`src/rtl/leg_alu_arbiter.sv`:
```
// Two-requester round-robin front end for a shared combinational ALU.
// One transaction in flight: grant in IDLE, drive the ALU in EXEC, hold the result in RESP.
module leg_alu_arbiter #(
   parameter int UUID = 0,
   parameter     NAME = ""
) (
   input  logic       clk,
   input  logic       rst,
   input  logic       req0_valid,
   output logic       req0_ready,
   input  logic [7:0] req0_op,
   input  logic [7:0] req0_a,
   input  logic [7:0] req0_b,
   input  logic       req1_valid,
   output logic       req1_ready,
   input  logic [7:0] req1_op,
   input  logic [7:0] req1_a,
   input  logic [7:0] req1_b,
   output logic       rsp0_valid,
   input  logic       rsp0_ready,
   output logic       rsp1_valid,
   input  logic       rsp1_ready,
   output logic [7:0] rsp_data,
   output logic [7:0] alu_op,
   output logic [7:0] alu_a,
   output logic [7:0] alu_b,
   input  logic [7:0] alu_result
);

   localparam logic [1:0] S_IDLE = 2'd0;
   localparam logic [1:0] S_EXEC = 2'd1;
   localparam logic [1:0] S_RESP = 2'd2;

   logic [1:0] r_state;
   logic       r_ptr;
   logic       r_owner;
   logic [7:0] r_op;
   logic [7:0] r_a;
   logic [7:0] r_b;
   logic [7:0] r_rsp_data;

   logic w_idle;
   logic w_exec;
   logic w_resp;
   logic w_gnt0;
   logic w_gnt1;
   logic w_done;

   // r_ptr high means requester 1 wins a tie; a lone requester always wins.
   always_comb begin
      w_idle = (r_state == S_IDLE);
      w_exec = (r_state == S_EXEC);
      w_resp = (r_state == S_RESP);
      w_gnt1 = w_idle & req1_valid & (~req0_valid | r_ptr);
      w_gnt0 = w_idle & req0_valid & ~w_gnt1;
      w_done = w_resp & (r_owner ? rsp1_ready : rsp0_ready);
   end

   assign req0_ready = w_gnt0;
   assign req1_ready = w_gnt1;
   assign rsp0_valid = w_resp & ~r_owner;
   assign rsp1_valid = w_resp & r_owner;
   assign rsp_data   = r_rsp_data;
   assign alu_op     = w_exec ? r_op : 8'd0;
   assign alu_a      = w_exec ? r_a  : 8'd0;
   assign alu_b      = w_exec ? r_b  : 8'd0;

   always_ff @(posedge clk) begin
      if (!rst) begin
         r_state    <= S_IDLE;
         r_ptr      <= 1'b0;
         r_owner    <= 1'b0;
         r_op       <= 8'd0;
         r_a        <= 8'd0;
         r_b        <= 8'd0;
         r_rsp_data <= 8'd0;
      end else begin
         case (r_state)
            S_IDLE: begin
               if (w_gnt0 | w_gnt1) begin
                  r_state <= S_EXEC;
                  r_owner <= w_gnt1;
                  r_ptr   <= w_gnt0;
                  r_op    <= w_gnt1 ? req1_op : req0_op;
                  r_a     <= w_gnt1 ? req1_a  : req0_a;
                  r_b     <= w_gnt1 ? req1_b  : req0_b;
               end
            end
            S_EXEC: begin
               r_rsp_data <= alu_result;
               r_state    <= S_RESP;
            end
            S_RESP: begin
               if (w_done) r_state <= S_IDLE;
            end
            default: r_state <= S_IDLE;
         endcase
      end
   end

endmodule
```
`config.mk`:
```
export PLATFORM = sky130hd
export DESIGN_NAME = leg_alu_arbiter
export DESIGN_NICKNAME = d
export VERILOG_FILES = /design/src/rtl/leg_alu_arbiter.sv
export SDC_FILE = /design/constraint.sdc
export NUM_CORES = 1
export LEC_CHECK = 0
export CAP_MARGIN = 5
export CELL_PAD_IN_SITES_DETAIL_PLACEMENT = 1
export CELL_PAD_IN_SITES_GLOBAL_PLACEMENT = 1
export CORE_ASPECT_RATIO = 1.75
export CORE_MARGIN = 2
export CORE_UTILIZATION = 29
export CTS_CLUSTER_SIZE = 12
export DETAILED_ROUTE_END_ITERATION = 16
export GPL_ROUTABILITY_DRIVEN = 1
export PLACE_DENSITY_LB_ADDON = 0.1
export SLEW_MARGIN = 20
export SYNTH_ARGS = -nofsm -noshare
export SYNTH_HDL_FRONTEND = slang
export SYNTH_SLANG_ARGS = --single-unit
```
`constraint.sdc`:
```
create_clock -name clk -period 1.95 [get_ports clk]
set_input_delay 0.195 -clock clk [delete_from_list [all_inputs] [get_ports clk]]
set_output_delay 0.195 -clock clk [all_outputs]
set_load 0.05 [all_outputs]
```
Word level (Yosys, flattened, before mapping). Cells that the tools add are included.

Reductions and logical operators: 3. Equality and inequality tests: 4. Muxes and demuxes: 10. Bitwise logic cells: 12.

Operator list (count): $mux W8 (6); $and A1 B1 Y1 (7); $pmux W2 S3 (1); $mux W2 (2); $ne A2 B1 Y1 const B (2); $reduce_and A2 Y1 (2); $not A1 Y1 (3); $eq A2 B1 Y1 const B (1); $eq A2 B2 Y1 const B (1); $logic_not A2 Y1 (1); $or A1 B1 Y1 (2); $mux W1 (1).

Register bits: 36. Logic and storage cells: 36. Output and inout port bits: 36.

Logic depth before layout (Yosys ltp). Gate-level depths: netlist of run 1.

Depth after elaboration: 8. Mapped depth: 6.

Worst setup path before layout of run 1. Ideal clock, no wire load.

Path type: reg2out. From: register r_state[1]. To: output port req0_ready. Cell stages (with the launch flop): 6. Data required time: 1.755 ns. Data arrival time: 1.617 ns. Setup slack: 0.138 ns. Cell sequence: dfxtp_1 > or3b_1 > buf_6 > buf_6 > nor2_4 > nor2_1.

Cells in the longest elaborated chain, start to end: 5.

Ends and longest elaborated chain: start: declaration (line 34) `logic [1:0] r_state;`; start signal: assignment (line 70) `r_state <= S_IDLE;`; start signal: assignment (line 81) `r_state <= S_EXEC;`; start signal: assignment (line 91) `r_state <= S_RESP;`; $logic_not A2 Y1 (line 51) `w_idle = (r_state == S_IDLE);`; $and A1 B1 Y1 (2 in a row) (line 54) `w_gnt1 = w_idle & req1_valid & (~req0_valid | r_ptr);`; net req1_ready (line 15) `output logic req1_ready,`; $not A1 Y1 (line 55) `w_gnt0 = w_idle & req0_valid & ~w_gnt1;`; $and A1 B1 Y1 (line 55); end: declaration (line 10) `output logic req0_ready,`.

The timed path passes the listed nets, and every way through them passes these cells.

Worst setup path after layout of run 1.
From: register r_state[1]. To: output port req0_ready.

Cells in the longest elaborated chain, start to end: 5.

Ends and longest elaborated chain (line): $logic_not A2 Y1 * (51); $and A1 B1 Y1 (2 in a row) (54); $not A1 Y1 (55); $and A1 B1 Y1 * (55).

Mark *: on every way between the ends. The rest lies on a longest branch, timed or not.

==> flow_metrics.py, run 1 <==
metrics = {
    "global_route": {
        "grtUsageTotal_pct": 18.8,
        "grt_start_max_net_pins": 35,
        "grt_pass1_wl_um": 11000,
        "grt_overflow_total": 0,
        "antenna_found_initial": 0,
        "first_global_vias": 2269,
    },
    "synth": {
        "yosysSeqAreaShare_pct": 36.0,
        "yosysMostFrequentCell": "dfxtp_1",
        "post-synth-top-area-fraction_pct": 36.0,
        "synth_area_leader_cell": "dfxtp_1",
        "syn_inst": 230,
        "yosysWarningCount": 0,
        "ys_top_cells_by_area": "dfxtp_1, a311oi_2, a21oi_1",
        "netlist_top_cells_count": "dfxtp_1, a21oi_1, and2_1, nand3_1, o21ai_1",
        "synth_edf_count": 0,
        "synthArstFlopShare_pct": 0,
        "synth_area_um2": 2000,
        "yosysUniqueCellTypes": 28,
        "synthFlopType": "dfxtp_1",
        "ys_ff_latch": 36,
        "synth_nets": 292,
        "synth_area_per_cell_um2": 8.69,
    },
    "route": {
        "via_per_inst": 5.11,
        "wl_um": 6770,
        "wl_per_cell_um": 16.6,
        "drt_iter0_drc": 53,
        "vias": 2081,
        "detail_route.first_pass.iterations": 4,
        "ant_nets": 0,
        "route.detailed.drc": 0,
    },
    "place": {
        "dp.final_hpwl_um": 4840,
        "pre_cts_slack_ns": 0.0965,
        "numPortBuffers": 97,
        "placed_area_um2": 3290,
        "place.gp.congestion": 0.673,
    },
    "worst_setup_path": {
        "end_kind": "output pin",
        "required_ns": 1.75,
        "r2r_setup_slack_ns": 0.31,
        "critPathLaunch": "r_state[1]",
        "r2r-end": "r_a[3]",
        "startpoint_type": "flop",
        "endpoint": "req0_ready",
        "worst_r2r_path_depth": 3,
        "crit_type": "flop to output pin",
        "arrival_ns": 1.60,
        "worstPathMaxFanout": 8,
        "r2r-start": "r_state[1]",
    },
    "timing": {
        "worst_slack_ns": 0.152,
        "rsz0062_at_grt": "no",
        "fin_setup_tns_ns": 0,
        "clock_skew_ns": 0.00489,
        "hold_viol": 0,
        "tightest_slew_ns": 0.496,
        "maxSlewHeadroom_pct": 66.8,
        "finalCriticalPeriod_ns": 1.80,
        "fmax_ghz": 0.556,
        "hold_slack_ns": 0.457,
        "final.period_utilization_pct": 92.2,
        "drv_slew": 0,
        "setup_violations": 0,
    },
    "die": {
        "die_y_um": 114,
        "initial_utilization_pct": 29.6,
        "placementRows": 40,
        "design.core.area_um2": 6760,
        "die-area_um2": 7600,
        "die_x_um": 66.8,
        "pin_count": 98,
    },
    "layout": {
        "areaGrowthSynthToFinish_pct": 72.2,
        "design_area_um2": 3440,
        "drive_gt1_share_pct": 22.9,
        "fillerInstances": 759,
        "seq_area_um2": 721,
        "nNetsFinal": 384,
        "multi_input_area_um2": 1120,
        "n_antenna_cell": 0,
        "final_core_util_pct": 51.0,
    },
    "cts": {
        "numClockSinks": 36,
        "clkLatencyLatePin_ns": 0.28,
        "cts_tree": "yes",
        "post_cts_resized": 0,
        "h-tree-depth": 2,
        "numCtsBuffers": 5,
        "clk_pin_slew_worst_paths_ns": 0.05,
        "cts_setup_buffers": 0,
        "clk_path_buf_depth": 2,
        "cts_root_buf": "clkbuf_16",
        "hold_buffers": 0,
    },
    "hold_path": {
        "hp-class": "flop to flop",
    },
    "job": {
        "maxCapViolCount": 0,
    },
    "power": {
        "ir_drop_v": 0.000336,
        "powerDensity_nw_per_um2": 749,
        "power.leakage_nw": 1.24,
    },
    "status": {
        "status": "complete, no violations",
    },
}
==> how the worst min path moves through the flow <==
stage                     cells past startpoint     endpoint  slack (ns)     startpoint
final                                         2  rsp_data[3]        0.46    rsp_data[3]
after global routing                          3  rsp_data[5]        0.48  alu_result[5]
after CTS                                     2  rsp_data[0]        0.46    rsp_data[0]
after detailed placement                      2  rsp_data[0]        0.45    rsp_data[0]
after global placement                        2  rsp_data[1]        0.44    rsp_data[1]
after floorplan                               1      r_owner        0.31            rst
==> cell usage in the layout (no fill, tap or decap) <==
| cell type | Yosys | final |
|---|---|---|
| and3_1 | 1 | 1 |
| dfxtp_1 | 36 | 36 |
| or2_1 | 1 | 1 |
| buf_4 | 0 | 14 |
| nor3b_4 | 1 | 1 |
| buf_12 | 0 | 27 |
| and2_1 | 24 | 24 |
| buf_6 | 7 | 1 |
| nand2b_1 | 2 | 2 |
| a311oi_2 | 20 | 20 |
| a21oi_1 | 34 | 34 |
| nor2_4 | 1 | 1 |
| nand2_1 | 18 | 18 |
| o21a_1 | 1 | 1 |
| clkinv_1 | 1 | 1 |
| and2_4 | 1 | 1 |
| clkbuf_8 | 0 | 1 |
| nor3b_1 | 1 | 1 |
| and3b_1 | 1 | 1 |
| or3b_1 | 1 | 1 |
| a311oi_1 | 4 | 4 |
| nand3b_1 | 2 | 2 |
| nand3_1 | 24 | 24 |
| nor2_2 | 0 | 1 |
| a21boi_1 | 1 | 1 |
| mux2i_1 | 1 | 1 |
| and2b_1 | 2 | 2 |
| clkdlybuf4s50_1 | 0 | 69 |
| nor2_1 | 2 | 1 |
| clkinv_2 | 0 | 2 |
| o21ai_1 | 24 | 24 |
| clkbuf_16 | 0 | 5 |
==> registers in the layout (all words and copies together), names as in the netlist <==
register and count:
r_a 8, r_b 8, r_op 8, rsp_data 8, r_state 2, r_owner 1
r_ptr 1
==> per-layer routing <==
layer / vias to the layer above / global-route usage (%) / wire length, µm / part of all wire (%)
li1: 1013 / - / - / -
met1: 985 / 20.5 / 2490 / 37
met2: 71 / 34.7 / 3760 / 55
met3: 12 / 3.25 / 360 / 5.3
met4: 0 / 7.07 / 166 / 2.5
met5: - / 0 / 0 / 0
==> cell families (layout without fill, tap and decap cells) <==
kind of cell | count (synthesis) | in the layout | share of synthesized area (%)
AO/OA/AOI/OAI | 84 | 84 | 32.0
flip-flops | 36 | 36 | 36.0
buffers and inverters | 27 | 120 | 8.20
AND/OR/NAND/NOR | 82 | 82 | 23.2
multiplexers | 1 | 1 | 0.501
==> through the flow <==
| stage | cells | power, W |
|---|---|---|
| after global routing | 407 | 0.00271 |
| after CTS | 407 | 0.00261 |
| final | 407 | 0.00258 |
| after floorplan | 230 | 0.00141 |
| after global placement | 399 | 0.00177 |
| after detailed placement | 399 | 0.00180 |
==> report_power, final <==
| group | total (W) | switching (W) | leakage [nW] | internal [W] |
|---|---|---|---|---|
| logic | 0.000905 | 0.000485 | 0.861 | 0.000419 |
| clock network | 0.000807 | 0.000304 | 0.0766 | 0.000503 |
| registers | 0.000866 | 0.0000458 | 0.298 | 0.000820 |
| total | 0.00258 | 0.000835 | 1.24 | 0.00174 |
==> layout make-up <==
type | instances | share of cell area, %
Timing Repair Buffer | 111 | 39.1
Multi-Input combinational cell | 167 | 32.4
Sequential cell | 36 | 20.9
Clock buffer | 6 | 4.03
Tap cell | 84 | 3.05
Clock inverter | 2 | 0.291
Inverter | 1 | 0.109
==> worst max-delay path, cell delays in order, from the launching register on <==
cell	delay [ns]
dfxtp_1	0.39
or3b_1	0.49
nor2_4	0.19
nor2_1	0.10
buf_12	0.15
No activity file was read; power rests on OpenSTA's default activity.
==> run 2: changes to the inputs <==
Settings changed: CTS_BUF_LIST set to sky130_fd_sc_hd__clkbuf_16, GPL_TIMING_DRIVEN set to 1.
==> run 2 against run 1 <==
Worst setup slack got worse by 0.0019 ns. Fmax down 0.11%. Clock skew barely moved. Global-route usage down 0.14 points. Utilization is 0.15 points lower. Sequential share of layout area is 0.061 points higher. Power down 1.6%. Die area did not move. Wire length decreased by 0.75%. Worst hold slack barely moved. Critical path type unchanged.
==> flow_metrics.py, run 2 (synthesis results as in run 1) <==
metrics = {
    "timing": {
        "rsz0062_at_grt": "no",
        "drv_slew": 0,
        "setup_violations": 0,
        "final.period_utilization_pct": 92.3,
        "tightest_slew_ns": 0.496,
        "hold_slack_ns": 0.456,
        "fmax_ghz": 0.555,
        "finalCriticalPeriod_ns": 1.80,
        "maxSlewHeadroom_pct": 66.8,
        "worst_slack_ns": 0.150,
        "clock_skew_ns": 0.00484,
        "fin_setup_tns_ns": 0,
        "hold_viol": 0,
    },
    "die": {
        "initial_utilization_pct": 29.6,
        "die_y_um": 114,
        "placementRows": 40,
        "design.core.area_um2": 6760,
        "die-area_um2": 7600,
        "die_x_um": 66.8,
        "pin_count": 98,
    },
    "hold_path": {
        "hp-class": "flop to flop",
        "whs_endpoint": "rsp_data[3]",
        "hold_start": "rsp_data[3]",
        "whs_path_depth": 2,
    },
    "cts": {
        "h-tree-depth": 2,
        "cts_tree": "yes",
        "clkLatencyLatePin_ns": 0.28,
        "numClockSinks": 36,
        "cts_root_buf": "clkbuf_16",
        "clk_path_buf_depth": 2,
        "numCtsBuffers": 5,
        "clk_pin_slew_worst_paths_ns": 0.05,
    },
    "layout": {
        "drive_gt1_share_pct": 22.6,
        "fillerInstances": 759,
        "nNetsFinal": 384,
        "areaGrowthSynthToFinish_pct": 71.7,
        "layout_commonest_cell": "clkdlybuf4s50_1",
        "n_antenna_cell": 0,
        "final_cell_mix": "clkdlybuf4s50_1, dfxtp_1, a21oi_1, buf_12",
    },
    "global_route": {
        "antenna_found_initial": 0,
        "first_global_vias": 2260,
        "grt_pass1_wl_um": 10900,
        "grtUsageTotal_pct": 18.6,
        "grt_start_max_net_pins": 35,
        "grt_overflow_total": 0,
    },
    "place": {
        "dp.final_hpwl_um": 4840,
        "numPortBuffers": 97,
        "pre_cts_slack_ns": 0.0965,
        "place.gp.congestion": 0.673,
    },
    "worst_setup_path": {
        "required_ns": 1.75,
        "startpoint_type": "flop",
        "crit_type": "flop to output pin",
        "r2r_setup_slack_ns": 0.32,
        "r2r-start": "r_state[1]",
        "cp_cell_sequence": "and2b_1 > buf_6 > and2_1 > buf_12",
        "slowest_delay_ns": 0.50,
        "arrival_ns": 1.61,
        "worstPathMaxFanout": 32,
        "worst_r2r_path_depth": 3,
        "r2r-end": "r_a[3]",
        "crit_slowest_cell": "dfxtp_1",
        "end_kind": "output pin",
        "path_buf_inv": 2,
        "critPathTopFamily": "flip-flops",
    },
    "route": {
        "route.detailed.drc": 0,
        "wl_um": 6720,
        "detail_route.first_pass.iterations": 4,
        "wl_per_cell_um": 16.5,
        "via_per_inst": 5.12,
        "ant_nets": 0,
        "vias": 2082,
        "drt_iter0_drc": 43,
    },
    "job": {
        "maxCapViolCount": 0,
    },
    "power": {
        "powerDensity_nw_per_um2": 738,
        "power.leakage_nw": 1.23,
        "finalPower_w": 0.00254,
        "ir_drop_v": 0.000309,
    },
    "status": {
        "status": "complete, no violations",
    },
}
run 2: cell count changes in the layout (fill, tap and decap cells not counted):
| cell | delta |
|---|---|
| clkbuf_8 | -1 |
| clkinv_1 | +1 |
run 2: layer usage:
metal	GRT usage, %	part of all wire [%]	vias up
met5	0	0	-
met1	20.7	38	991
met3	3.25	4.9	12
met4	6.80	2.2	0
li1	-	-	1013
met2	34.2	55	66
run 2: where the power goes:
group | internal [W] | leakage [nW] | total (W) | switching [W]
Combinational | 0.000419 | 0.861 | 0.000904 | 0.000485
Sequential | 0.000820 | 0.298 | 0.000866 | 0.0000459
Clock | 0.000464 | 0.0710 | 0.000765 | 0.000302
Total | 0.00170 | 1.23 | 0.00254 | 0.000832
run 2: cell type report:
| class | instances | area (µm²) | area share, % |
|---|---|---|---|
| Timing Repair Buffer | 111 | 1350 | 39.2 |
| Multi-Input combinational cell | 167 | 1120 | 32.5 |
| Sequential cell | 36 | 721 | 21.0 |
| Clock buffer | 5 | 125 | 3.64 |
| Tap cell | 84 | 105 | 3.06 |
| Clock inverter | 3 | 13.8 | 0.401 |
| Inverter | 1 | 3.75 | 0.109 |
run 2: how the worst max path moves through the flow:
stage                           from    endpoint  cells past startpoint
final                     r_state[0]    alu_a[7]                      4
after global routing      r_state[1]  req0_ready                      4
after CTS                 r_state[0]    alu_a[4]                      4
after detailed placement  req1_valid      r_a[3]                      5
after global placement    req1_valid      r_b[5]                      5
after floorplan           r_state[1]  req0_ready                      5
run 2: metrics by stage:
step,cell area [µm²],std cells,utilization (%)
after global placement,3290,399,48.7
after global routing,3430,407,50.8
after floorplan,2000,230,-
final,3430,407,50.8
after detailed placement,3290,399,48.7
after CTS,3430,407,50.8
run 2: worst reg2reg max path, cell delays in order (launching register included):
cell and delay [ns]:
dfxtp_1 0.39, nor2_2 0.41, and2_4 0.50, a311oi_2 0.19
run 2: repair_timing:
action	CTS	global route
hold buffers	0	0
setup buffers	0	0
hold endpoints to repair	0	0
resized for setup	0	1
setup endpoints to repair	0	2
